===== src/rtl/instr_fetch_if.sv =====
// Bundle of the fetch stage's redirect, instruction-memory and decode-side signals.
// The master modport is the fetch stage itself; slave is the surrounding pipeline and memory.
interface instr_fetch_if;
  logic        redirect_valid;
  logic [63:0] redirect_pc;
  logic        out_ready;
  logic        imem_req_valid;
  logic        imem_req_ready;
  logic [63:0] imem_req_addr;
  logic        imem_resp_valid;
  logic [31:0] imem_resp_data;
  logic        imem_resp_err;
  logic        out_valid;
  logic [63:0] pc_out;
  logic [31:0] instr_out;
  logic [15:0] exception_out;

  modport master (
    input  redirect_valid, redirect_pc, out_ready,
    input  imem_req_ready, imem_resp_valid, imem_resp_data, imem_resp_err,
    output imem_req_valid, imem_req_addr,
    output out_valid, pc_out, instr_out, exception_out
  );

  modport slave (
    output redirect_valid, redirect_pc, out_ready,
    output imem_req_ready, imem_resp_valid, imem_resp_data, imem_resp_err,
    input  imem_req_valid, imem_req_addr,
    input  out_valid, pc_out, instr_out, exception_out
  );
endinterface


===== src/rtl/instr_fetch.sv =====
// Instruction fetch stage: owns the fetch PC, keeps one memory request in flight,
// and holds {pc, instr, exception} toward decode until accepted or redirected.
module instr_fetch #(
  parameter logic [63:0] RESET_PC  = 64'h0000_0000_8000_0000,
  parameter logic [31:0] NOP_INSTR = 32'h0000_0013
) (
  input  logic          clk,
  input  logic          rst,
  instr_fetch_if.master bus
);

  localparam logic [1:0] S_REQ  = 2'd0;
  localparam logic [1:0] S_WAIT = 2'd1;
  localparam logic [1:0] S_HOLD = 2'd2;
  localparam logic [1:0] S_DROP = 2'd3;

  logic [1:0]  r_state;
  logic [63:0] r_pc;
  logic        r_out_valid;
  logic [63:0] r_pc_out;
  logic [31:0] r_instr_out;
  logic [15:0] r_exc_out;
  logic        w_req_valid;
  logic        w_misaligned;

  assign w_misaligned = (r_pc[1:0] != 2'b00);
  // A redirect withdraws the request in the same cycle so a stale PC is never accepted.
  assign w_req_valid  = (r_state == S_REQ) && !bus.redirect_valid && !w_misaligned;

  assign bus.imem_req_valid = w_req_valid;
  assign bus.imem_req_addr  = r_pc;
  assign bus.out_valid      = r_out_valid;
  assign bus.pc_out         = r_pc_out;
  assign bus.instr_out      = r_instr_out;
  assign bus.exception_out  = r_exc_out;

  always_ff @(posedge clk) begin
    if (rst) begin
      r_state     <= S_REQ;
      r_pc        <= RESET_PC;
      r_out_valid <= 1'b0;
      r_pc_out    <= 64'd0;
      r_instr_out <= 32'd0;
      r_exc_out   <= 16'd0;
    end else begin
      case (r_state)
        S_REQ: begin
          if (bus.redirect_valid) begin
            r_pc <= bus.redirect_pc;
          end else if (w_misaligned) begin
            r_pc_out    <= r_pc;
            r_instr_out <= NOP_INSTR;
            r_exc_out   <= 16'h0001;
            r_out_valid <= 1'b1;
            r_state     <= S_HOLD;
          end else if (bus.imem_req_ready) begin
            r_state <= S_WAIT;
          end
        end
        S_WAIT: begin
          if (bus.redirect_valid) begin
            r_pc    <= bus.redirect_pc;
            // A response landing with the redirect retires the old request outright.
            r_state <= bus.imem_resp_valid ? S_REQ : S_DROP;
          end else if (bus.imem_resp_valid) begin
            r_pc_out    <= r_pc;
            r_out_valid <= 1'b1;
            r_instr_out <= bus.imem_resp_err ? NOP_INSTR : bus.imem_resp_data;
            r_exc_out   <= bus.imem_resp_err ? 16'h0002 : 16'h0000;
            r_state     <= S_HOLD;
          end
        end
        S_HOLD: begin
          if (bus.redirect_valid) begin
            r_pc        <= bus.redirect_pc;
            r_out_valid <= 1'b0;
            r_state     <= S_REQ;
          end else if (bus.out_ready) begin
            r_pc        <= r_pc + 64'd4;
            r_out_valid <= 1'b0;
            r_state     <= S_REQ;
          end
        end
        default: begin
          if (bus.redirect_valid) r_pc <= bus.redirect_pc;
          if (bus.imem_resp_valid) r_state <= S_REQ;
        end
      endcase
    end
  end

  // Responses are only legal while a request is outstanding or being drained.
  a_no_stray_resp: assert property (@(posedge clk) disable iff (rst)
    !(bus.imem_resp_valid && (r_state == S_REQ || r_state == S_HOLD)));

endmodule


===== src/flat_wrapper.sv =====
// flat-port wrapper written by rule: the top's interface ports become plain ports
module instr_fetch_flat 
#(
  parameter logic [63:0] RESET_PC  = 64'h0000_0000_8000_0000,
  parameter logic [31:0] NOP_INSTR = 32'h0000_0013
)
  (clk, rst, bus_redirect_valid, bus_redirect_pc, bus_out_ready, bus_imem_req_ready, bus_imem_resp_valid, bus_imem_resp_data, bus_imem_resp_err, bus_imem_req_valid, bus_imem_req_addr, bus_out_valid, bus_pc_out, bus_instr_out, bus_exception_out);
  instr_fetch_if bus_i ();
  input  logic clk;
  input  logic rst;
  input wire logic [$bits(bus_i.redirect_valid)-1:0] bus_redirect_valid;
  input wire logic [$bits(bus_i.redirect_pc)-1:0] bus_redirect_pc;
  input wire logic [$bits(bus_i.out_ready)-1:0] bus_out_ready;
  input wire logic [$bits(bus_i.imem_req_ready)-1:0] bus_imem_req_ready;
  input wire logic [$bits(bus_i.imem_resp_valid)-1:0] bus_imem_resp_valid;
  input wire logic [$bits(bus_i.imem_resp_data)-1:0] bus_imem_resp_data;
  input wire logic [$bits(bus_i.imem_resp_err)-1:0] bus_imem_resp_err;
  output wire logic [$bits(bus_i.imem_req_valid)-1:0] bus_imem_req_valid;
  output wire logic [$bits(bus_i.imem_req_addr)-1:0] bus_imem_req_addr;
  output wire logic [$bits(bus_i.out_valid)-1:0] bus_out_valid;
  output wire logic [$bits(bus_i.pc_out)-1:0] bus_pc_out;
  output wire logic [$bits(bus_i.instr_out)-1:0] bus_instr_out;
  output wire logic [$bits(bus_i.exception_out)-1:0] bus_exception_out;
  assign bus_i.redirect_valid = bus_redirect_valid;
  assign bus_i.redirect_pc = bus_redirect_pc;
  assign bus_i.out_ready = bus_out_ready;
  assign bus_i.imem_req_ready = bus_imem_req_ready;
  assign bus_i.imem_resp_valid = bus_imem_resp_valid;
  assign bus_i.imem_resp_data = bus_imem_resp_data;
  assign bus_i.imem_resp_err = bus_imem_resp_err;
  assign bus_imem_req_valid = bus_i.imem_req_valid;
  assign bus_imem_req_addr = bus_i.imem_req_addr;
  assign bus_out_valid = bus_i.out_valid;
  assign bus_pc_out = bus_i.pc_out;
  assign bus_instr_out = bus_i.instr_out;
  assign bus_exception_out = bus_i.exception_out;
  instr_fetch #(.RESET_PC(RESET_PC), .NOP_INSTR(NOP_INSTR)) u_core (.clk(clk), .rst(rst), .bus(bus_i));
endmodule

===== config.mk =====
export PLATFORM = sky130hd
export DESIGN_NAME = instr_fetch_flat
export DESIGN_NICKNAME = d
export VERILOG_FILES = /design/src/rtl/instr_fetch_if.sv /design/src/rtl/instr_fetch.sv /design/src/flat_wrapper.sv
export SDC_FILE = /design/constraint.sdc
export NUM_CORES = 1
export LEC_CHECK = 0
export ABC_AREA = 0
export CORE_MARGIN = 5
export CORE_UTILIZATION = 41
export CTS_CLUSTER_DIAMETER = 60
export CTS_CLUSTER_SIZE = 24
export DETAILED_ROUTE_END_ITERATION = 10
export PLACE_DENSITY_LB_ADDON = 0.12
export REMOVE_ABC_BUFFERS = 1
export SYNTH_ARGS = -nofsm -noshare
export SYNTH_HDL_FRONTEND = slang
export SYNTH_SLANG_ARGS = --single-unit
export TNS_END_PERCENT = 30

===== constraint.sdc =====
create_clock -name clk -period 2.25 [get_ports clk]
set_input_delay 0.3375 -clock clk [delete_from_list [all_inputs] [get_ports clk]]
set_output_delay 0.3375 -clock clk [all_outputs]
set_load 0.01 [all_outputs]

# Yosys cells after proc, flatten, opt, wreduce, memory -nomap -nowiden
# Cells that the tools add are included.
# classes
n_mux	38
reduce_logical	15
n_eq_ne	9
n_addsub	1
# ops
op	count
$mux 64	8
$mux 32	5
$pmux 64 s2	1
$add 64x3->64 const B	1
$mux 16	4
$pmux 32 s2	1
$pmux 16 s2	1
$mux 2	10
$reduce_and 5->1	2
$reduce_bool 2->1	4
$mux 1	6
$ne 2x2->1 const B	3
$ne 3x3->1 const B	2
$pmux 2 s3	1
$reduce_and 6->1	1
$reduce_bool 4->1	1
$ne 3x2->1 const B	1
$pmux 1 s3	1
$reduce_bool 3->1	1
$eq 2x1->1 const B	1
$eq 2x2->1 const B	1
$logic_and 1x1->1	2
$logic_not 1->1	2
$logic_not 2->1	1
2 further kinds	2
# word_totals
register_bits	179
output_inout_bits	178
elab_cells	69
input_bits	103

# Logic depth before layout (Yosys ltp)
# Gate-level depths: netlist of the first run.
# depth
word_depth	4
ltp_mapped	8
ltp_nobuf	6

# Least setup slack after synthesis of the first run
# No wires, ideal clock.
# synth_path
kind	reg2reg
from	reg u_core.r_pc[31] (netlist: u_core.bus.imem_req_addr[31])
to	reg u_core.r_pc[52] (netlist: u_core.bus.imem_req_addr[52])
stages_incl_launch_ff	8
setup_slack_ps	-256
path_buffers	2
setup_time_ps	91
t_required_ps	2159
t_arrival_ps	2415
path_cell_list	dfxtp_1 > clkbuf_2 > nand4_1 > or4_4 > buf_6 > or3_4 > or4_1 > a311oi_1
# synth_via
elab_chain_cells	4
# synth_lines
element	line	rtl
start, declared	instr_fetch.sv:18	logic [63:0] r_pc;
start signal, assigned	instr_fetch.sv:49	r_pc <= bus.redirect_pc;
start signal, assigned	instr_fetch.sv:62	r_pc <= bus.redirect_pc;
start signal, assigned	instr_fetch.sv:75	r_pc <= bus.redirect_pc;
$add 64x3->64	instr_fetch.sv:79	r_pc <= r_pc + 64'd4;
$mux 64	instr_fetch.sv:78	end else if (bus.out_ready) begin
$mux 64	instr_fetch.sv:74	if (bus.redirect_valid) begin
$mux 64	-	
# No other way between the ends. The select of a mux whose other input is x is not followed.
# A chain may end at the register's enable or synchronous reset.

# Final worst setup path of the first run
# layout_path
from	reg u_core.r_pc[26] (netlist: u_core.bus.imem_req_addr[26])
to	reg u_core.r_pc[52] (netlist: u_core.bus.imem_req_addr[52])
# The elaborated chain is that of the path after synthesis.

==> results of run 1 <==
## per-layer routing
| metal | part of all wire (%) | GRT usage [%] |
|---|---|---|
| met3 | 7.9 | 6.775 |
| met2 | 48 | 42.34 |
| met4 | 2.1 | 7.945 |
| met5 | 0 | 0 |
| met1 | 42 | 30.92 |
## logic make-up (layout without fill, tap and decap cells)
| kind of cell | Yosys count | after routing | synth area share (%) |
|---|---|---|---|
| AND/OR/NAND/NOR | 492 | 492 | 30.46 |
| AO/OA/AOI/OAI | 213 | 213 | 17.01 |
| flip-flops | 165 | 165 | 42.28 |
| buffers and inverters | 111 | 430 | 6.166 |
| XOR/XNOR | 22 | 22 | 2.466 |
| multiplexers | 11 | 11 | 1.409 |
| adder cells (fa/ha/maj) | 1 | 1 | 0.1601 |
| other | 1 | 14 | 0.04800 |
## state kept, by name, summed over array words and instances (netlist names)
signal and count:
u_core.r_state 2, u_core.bus.instr_out 32, u_core.bus.out_valid 1, u_core.bus.pc_out 64, u_core.bus.imem_req_addr 64, u_core.bus.exception_out 2
## area by class of cell
| cell class | instances | area (µm²) | share of cell area (%) |
|---|---|---|---|
| clock buffer | 20 | 456.7 | 3.802 |
| clock inverter | 12 | 142.6 | 1.188 |
| inverter | 16 | 60.06 | 0.5000 |
| multi-input combinational | 753 | 4115 | 34.26 |
| sequential | 165 | 3307 | 27.53 |
| tap | 234 | 292.8 | 2.438 |
| timing repair buffer | 382 | 3637 | 30.28 |
## stage by stage
| stage | TNS, ns | power, mW | utilization (%) | hold WS [ns] |
|---|---|---|---|---|
| after CTS | -0.02656 | 7.797 | 63.89 | 0.3443 |
| final | 0 | 7.744 | 64.21 | 0.3486 |
| after global routing | -0.03767 | 8.061 | 64.21 | 0.3513 |
| after detailed placement | -0.1079 | 4.816 | 60.67 | 0.4444 |
| after global placement | 0 | 4.800 | 60.67 | 0.4371 |
| after floorplan | -130.61 | 3.831 | - | 0.4066 |
## repair_timing
item                                    4_1_cts  5_1_grt
buffers inserted                              0        5
endpoints found under the setup margin        2        6
endpoints found under the hold margin         0        0
pin swaps                                     1        6
resized for setup                             2        9
## report_power, final
part | total [mW] | internal, mW | switching, mW
Combinational | 1.55 | 0.768 | 0.785
Clock | 2.99 | 1.72 | 1.27
Sequential | 3.20 | 3.08 | 0.118
## layout by cell type (no fill, tap or decap), types with 23 or more instances in the layout
cell type / n
clkdlybuf4s50_1: 263
nand2_1: 208
dfxtp_1: 162
a21oi_1: 109
buf_4: 108
nor2_1: 66
nand3_1: 62
nand4_1: 40
a211oi_1: 24
nor3_1: 23
o21ai_0: 23
## worst register-to-register path, stage by stage (launching register included)
cell and delay, ns:
dfxtp_2 0.33, nand4_1 0.11, or4_4 0.60, or3_4 0.41
or4_1 0.40, a311oi_1 0.27
## final timing paths
kind | startpoint | end | slack, ns | cells past startpoint
setup reg to reg | u_core.bus.imem_req_addr[26] | u_core.bus.imem_req_addr[52] | 0.04 | 5
hold reg to reg | u_core.bus.instr_out[13] | u_core.bus.instr_out[13] | 0.45 | 2
setup / recovery | u_core.bus.imem_req_addr[26] | u_core.bus.imem_req_addr[52] | 0.04 | 5
hold / removal | rst | u_core.bus.instr_out[15] | 0.35 | 2
==> impl_metrics.json, run 1 <==
{
  "layout-drive-gt1-share_pct": 12.61,
  "coreArea_mm2": 0.01871,
  "drtIter0Drc": 643,
  "cp_slowest_cell": "or4_4",
  "cp.required_ns": 2.58,
  "wirelength_um": 28390,
  "port_buffers": 266,
  "drt_first_pass_iters": 5,
  "fin_skew_ns": 0.009264,
  "synth_commonest_cells": "nand2_1, dfxtp_1, a21oi_1",
  "finalHoldViolations": 0,
  "setup_viol": 0,
  "routabilityCongestion": 0.9266,
  "ant_nets": 0,
  "yosysMostFrequentCell": "nand2_1",
  "synth_edf_count": 0,
  "grt_overflow_total": 0,
  "synth_seq_cells": 165,
  "synth_top_area_share_pct": 42.28,
  "finalInstanceArea_mm2": 0.01201,
  "cp_top_family": "simple AND/OR/NAND/NOR gates",
  "outcome": "complete, no violations",
  "critPathMaxFanout": 7,
  "cts-root-buf": "clkbuf_16",
  "synthTopCellsByArea": "dfxtp_1, nand2_1, a21oi_1, nand3_1, clkbuf_1",
  "clock_latency_ns": 0.43,
  "clk_path_buf_depth": 2,
  "end_kind": "register",
  "grt_pass1_vias": 8500,
  "drv_slew": 0,
  "power.density_mw_per_mm2": 644.7,
  "hp-class": "in -> reg",
  "htreeDepth": 4,
  "synth_cell_types": 61,
  "start_util_pct": 41.77,
  "fp.dieW_um": 148.0,
  "timing.critical_path.buf_inv": 0,
  "grt_max_degree": 57,
  "clk_pin_slew_ns": 0.07,
  "async_reset_ff_share_pct": 0,
  "synth_area_per_cell_um2": 7.689,
  "yosysTopAreaCell": "dfxtp_1",
  "dieArea_mm2": 0.02192,
  "critPathKind": "reg -> reg",
  "clock.fmax_ghz": 0.4517,
  "layout_worst_path_cycle_share_pct": 98.39,
  "pre_cts_ws_ns": -0.05596,
  "synthCells": 1016,
  "ios": 281,
  "grt_setup_unrepaired": "yes",
  "wl_per_cell_um": 17.95,
  "synthToLayoutAreaGrowth_pct": 53.75,
  "cts_buffers": 17,
  "antenna_cells": 0,
  "irDropWorstVdd_mv": 0.4942,
  "worst_slack_ns": 0.03625,
  "synth_ff_type": "dfxtp_1",
  "finalCriticalPeriod_ns": 2.214,
  "crit_arrival_ns": 2.54,
  "fp-row-count": 50,
  "slew_headroom_pct": 64.93,
  "fillers": 1691,
  "antenna_found_initial": 0,
  "grt_util_all_layers_pct": 24.98,
  "die_h_um": 148.0,
  "syn_area_mm2": 0.007812,
  "dpl.hpwl_um": 21370,
  "cts_tree": "built",
  "worstMarginPinSlew_ns": 0.5261,
  "finalNetCount": 1439,
  "seq_area_frac_synth_pct": 42.28,
  "leakagePower_nw": 4.310,
  "max_cap_viol_count": 0,
  "numPlacedInstances": 1545,
  "stdcell_count": 1582,
  "placed_area_mm2": 0.01135,
  "critPathLaunchType": "register",
  "cts_sinks": 165,
  "drc": 0,
  "viasPerCell": 5.491,
  "num_vias": 8687,
  "critPathMaxStageDelay_ns": 0.60,
  "grt_pass1_wl_um": 44570,
  "yosys_warnings": 0,
  "crit_path_cell_trace": "nand4_1 > or4_4 > or3_4 > or4_1 > a311oi_1",
  "cts.hold.buffers_added": 0
}
Note: power is estimated with default switching activity, not from simulation.
==> inputs of run 2 (changes only) <==
--- a/config.mk
+++ b/config.mk
@@ -9,7 +9,6 @@
 export CORE_MARGIN = 5
 export CORE_UTILIZATION = 41
 export CTS_CLUSTER_DIAMETER = 60
-export CTS_CLUSTER_SIZE = 24
 export DETAILED_ROUTE_END_ITERATION = 10
 export PLACE_DENSITY_LB_ADDON = 0.12
 export REMOVE_ABC_BUFFERS = 1
==> results of run 2 <==
The final DEF is identical to that of run 1; final timing and power are the same.
==> inputs of run 3 (changes only) <==
--- a/config.mk
+++ b/config.mk
@@ -6,9 +6,11 @@
 export NUM_CORES = 1
 export LEC_CHECK = 0
 export ABC_AREA = 0
+export CELL_PAD_IN_SITES_DETAIL_PLACEMENT = 0
+export CELL_PAD_IN_SITES_GLOBAL_PLACEMENT = 1
 export CORE_MARGIN = 5
-export CORE_UTILIZATION = 41
-export CTS_CLUSTER_DIAMETER = 60
+export CORE_UTILIZATION = 29
+export CTS_CLUSTER_DIAMETER = 40
 export DETAILED_ROUTE_END_ITERATION = 10
 export PLACE_DENSITY_LB_ADDON = 0.12
 export REMOVE_ABC_BUFFERS = 1
==> impl_metrics.json, run 3 (synthesized netlist as in run 1, its figures left out) <==
{
  "outcome": "complete, no violations",
  "antenna_found_initial": 0,
  "critPathKind": "reg -> reg",
  "port_buffers": 266,
  "worst_slack_ns": 0.01916,
  "grt_setup_unrepaired": "yes",
  "finalInstanceArea_mm2": 0.01218,
  "drv_slew": 0,
  "clock.fmax_ghz": 0.4483,
  "dpl.hpwl_um": 23600,
  "cp_top_family": "simple AND/OR/NAND/NOR gates",
  "p_comb_share_pct": 20.3,
  "clock_latency_ns": 0.43,
  "pre_cts_ws_ns": -0.04229,
  "clk_pin_slew_ns": 0.06,
  "final_common_cell": "clkdlybuf4s50_1",
  "leakagePower_nw": 4.350,
  "drc": 0,
  "power.density_mw_per_mm2": 640.9,
  "dieArea_mm2": 0.03032,
  "cp.required_ns": 2.59,
  "power.internal_mw": 5.546,
  "ios": 281,
  "grt_util_all_layers_pct": 20.04,
  "crit_path_cell_trace": "nand4_1 > or4_4 > or3_4 > or4_1 > a311oi_2",
  "switching_share_pct": 28.95,
  "critPathLaunchType": "register",
  "fin_skew_ns": 0.01478,
  "cts.hold.buffers_added": 0,
  "setup_viol": 0,
  "finalCriticalPeriod_ns": 2.231,
  "final_cell_mix": "clkdlybuf4s50_1, nand2_1, dfxtp_1",
  "power_switching_mw": 2.260,
  "finalHoldViolations": 0,
  "grt_max_degree": 63,
  "wirelength_um": 31390,
  "routabilityCongestion": 0.8903,
  "start_util_pct": 29.23,
  "stdcell_count": 1698,
  "fp-row-count": 60,
  "end_kind": "register",
  "viasPerCell": 5.063,
  "irDropWorstVdd_mv": 0.4559,
  "cts_buffers": 17,
  "grt_pass1_wl_um": 48880,
  "cts_sinks": 165,
  "hp-class": "in -> reg",
  "finalNetCount": 1449,
  "critPathMaxFanout": 4,
  "crit_arrival_ns": 2.57,
  "critPathMaxStageDelay_ns": 0.57,
  "antenna_cells": 0,
  "num_vias": 8597,
  "layout-drive-gt1-share_pct": 13.04,
  "slew_headroom_pct": 50.82,
  "grt_pass1_vias": 8416,
  "cts_tree": "built",
  "drtIter0Drc": 644,
  "power_frac_seq_pct": 41.0,
  "placed_area_mm2": 0.01155,
  "p_clk_share_pct": 38.7,
  "wl_per_cell_um": 18.49,
  "numPlacedInstances": 1665,
  "worstMarginPinSlew_ns": 0.7376,
  "fp.dieW_um": 174.1,
  "max_cap_viol_count": 0,
  "die_h_um": 174.1,
  "clk_path_buf_depth": 2,
  "drt_first_pass_iters": 5,
  "cp_slowest_cell": "or4_4",
  "cts-root-buf": "clkbuf_16",
  "ant_nets": 0,
  "synthToLayoutAreaGrowth_pct": 55.91,
  "layout_worst_path_cycle_share_pct": 99.15,
  "htreeDepth": 4,
  "coreArea_mm2": 0.02673,
  "timing.critical_path.buf_inv": 0,
  "grt_overflow_total": 0
}
run 3: path summary, 6_finish.rpt:
check / start / end / slack, ns / cells after the start
setup / recovery: u_core.bus.imem_req_addr[27] / u_core.bus.imem_req_addr[52] / 0.02 / 5
hold reg to reg: u_core.bus.instr_out[27] / u_core.bus.instr_out[27] / 0.45 / 2
hold / removal: rst / u_core.bus.imem_req_addr[56] / 0.21 / 2
setup reg to reg: u_core.bus.imem_req_addr[27] / u_core.bus.imem_req_addr[52] / 0.02 / 5
run 3: power groups by stage:
| stage | clock [mW] | combinational, mW | sequential (mW) |
|---|---|---|---|
| after global routing | 3.24 | 1.72 | 3.22 |
| after global placement | 0 | 1.59 | 3.26 |
| final | 3.02 | 1.59 | 3.20 |
| after detailed placement | 0 | 1.60 | 3.27 |
| after CTS | 3.11 | 1.60 | 3.20 |
| after floorplan | 0 | 0.448 | 3.38 |
run 3: cell type report:
class	instances	area, µm²
fill	2657	14550
multi-input combinational	753	4124
clock buffer	19	442.9
clock inverter	12	145.1
tap	341	426.7
timing repair buffer	392	3679
sequential	165	3303
inverter	16	60.06
run 3: timing repair:
action | in CTS | in global routing
pin swaps | 1 | 0
resized for setup | 1 | 8
setup buffers | 0 | 2
endpoints found under the setup margin | 3 | 10
run 3: layer usage:
layer  track usage [%]  up-vias  part of all wire, %
li1                  -     4260                    -
met1             25.78     4073                   45
met2             34.04      235                   48
met3             4.654       29                  5.7
met4             5.015        0                  1.5
met5                 0        -                    0
run 3: per-stage QoR:
| stage | total power, mW | util [%] | TNS, ns | hold WS (ns) |
|---|---|---|---|---|
| finish | 7.806 | 45.58 | 0 | 0.2075 |
| floorplan | 3.831 | - | -130.61 | 0.4066 |
| global placement | 4.856 | 43.20 | 0 | 0.4373 |
| detailed placement | 4.864 | 43.20 | -0.08432 | 0.4424 |
| CTS | 7.916 | 45.40 | 0 | 0.1854 |
| global route | 8.180 | 45.58 | -0.2266 | 0.2100 |
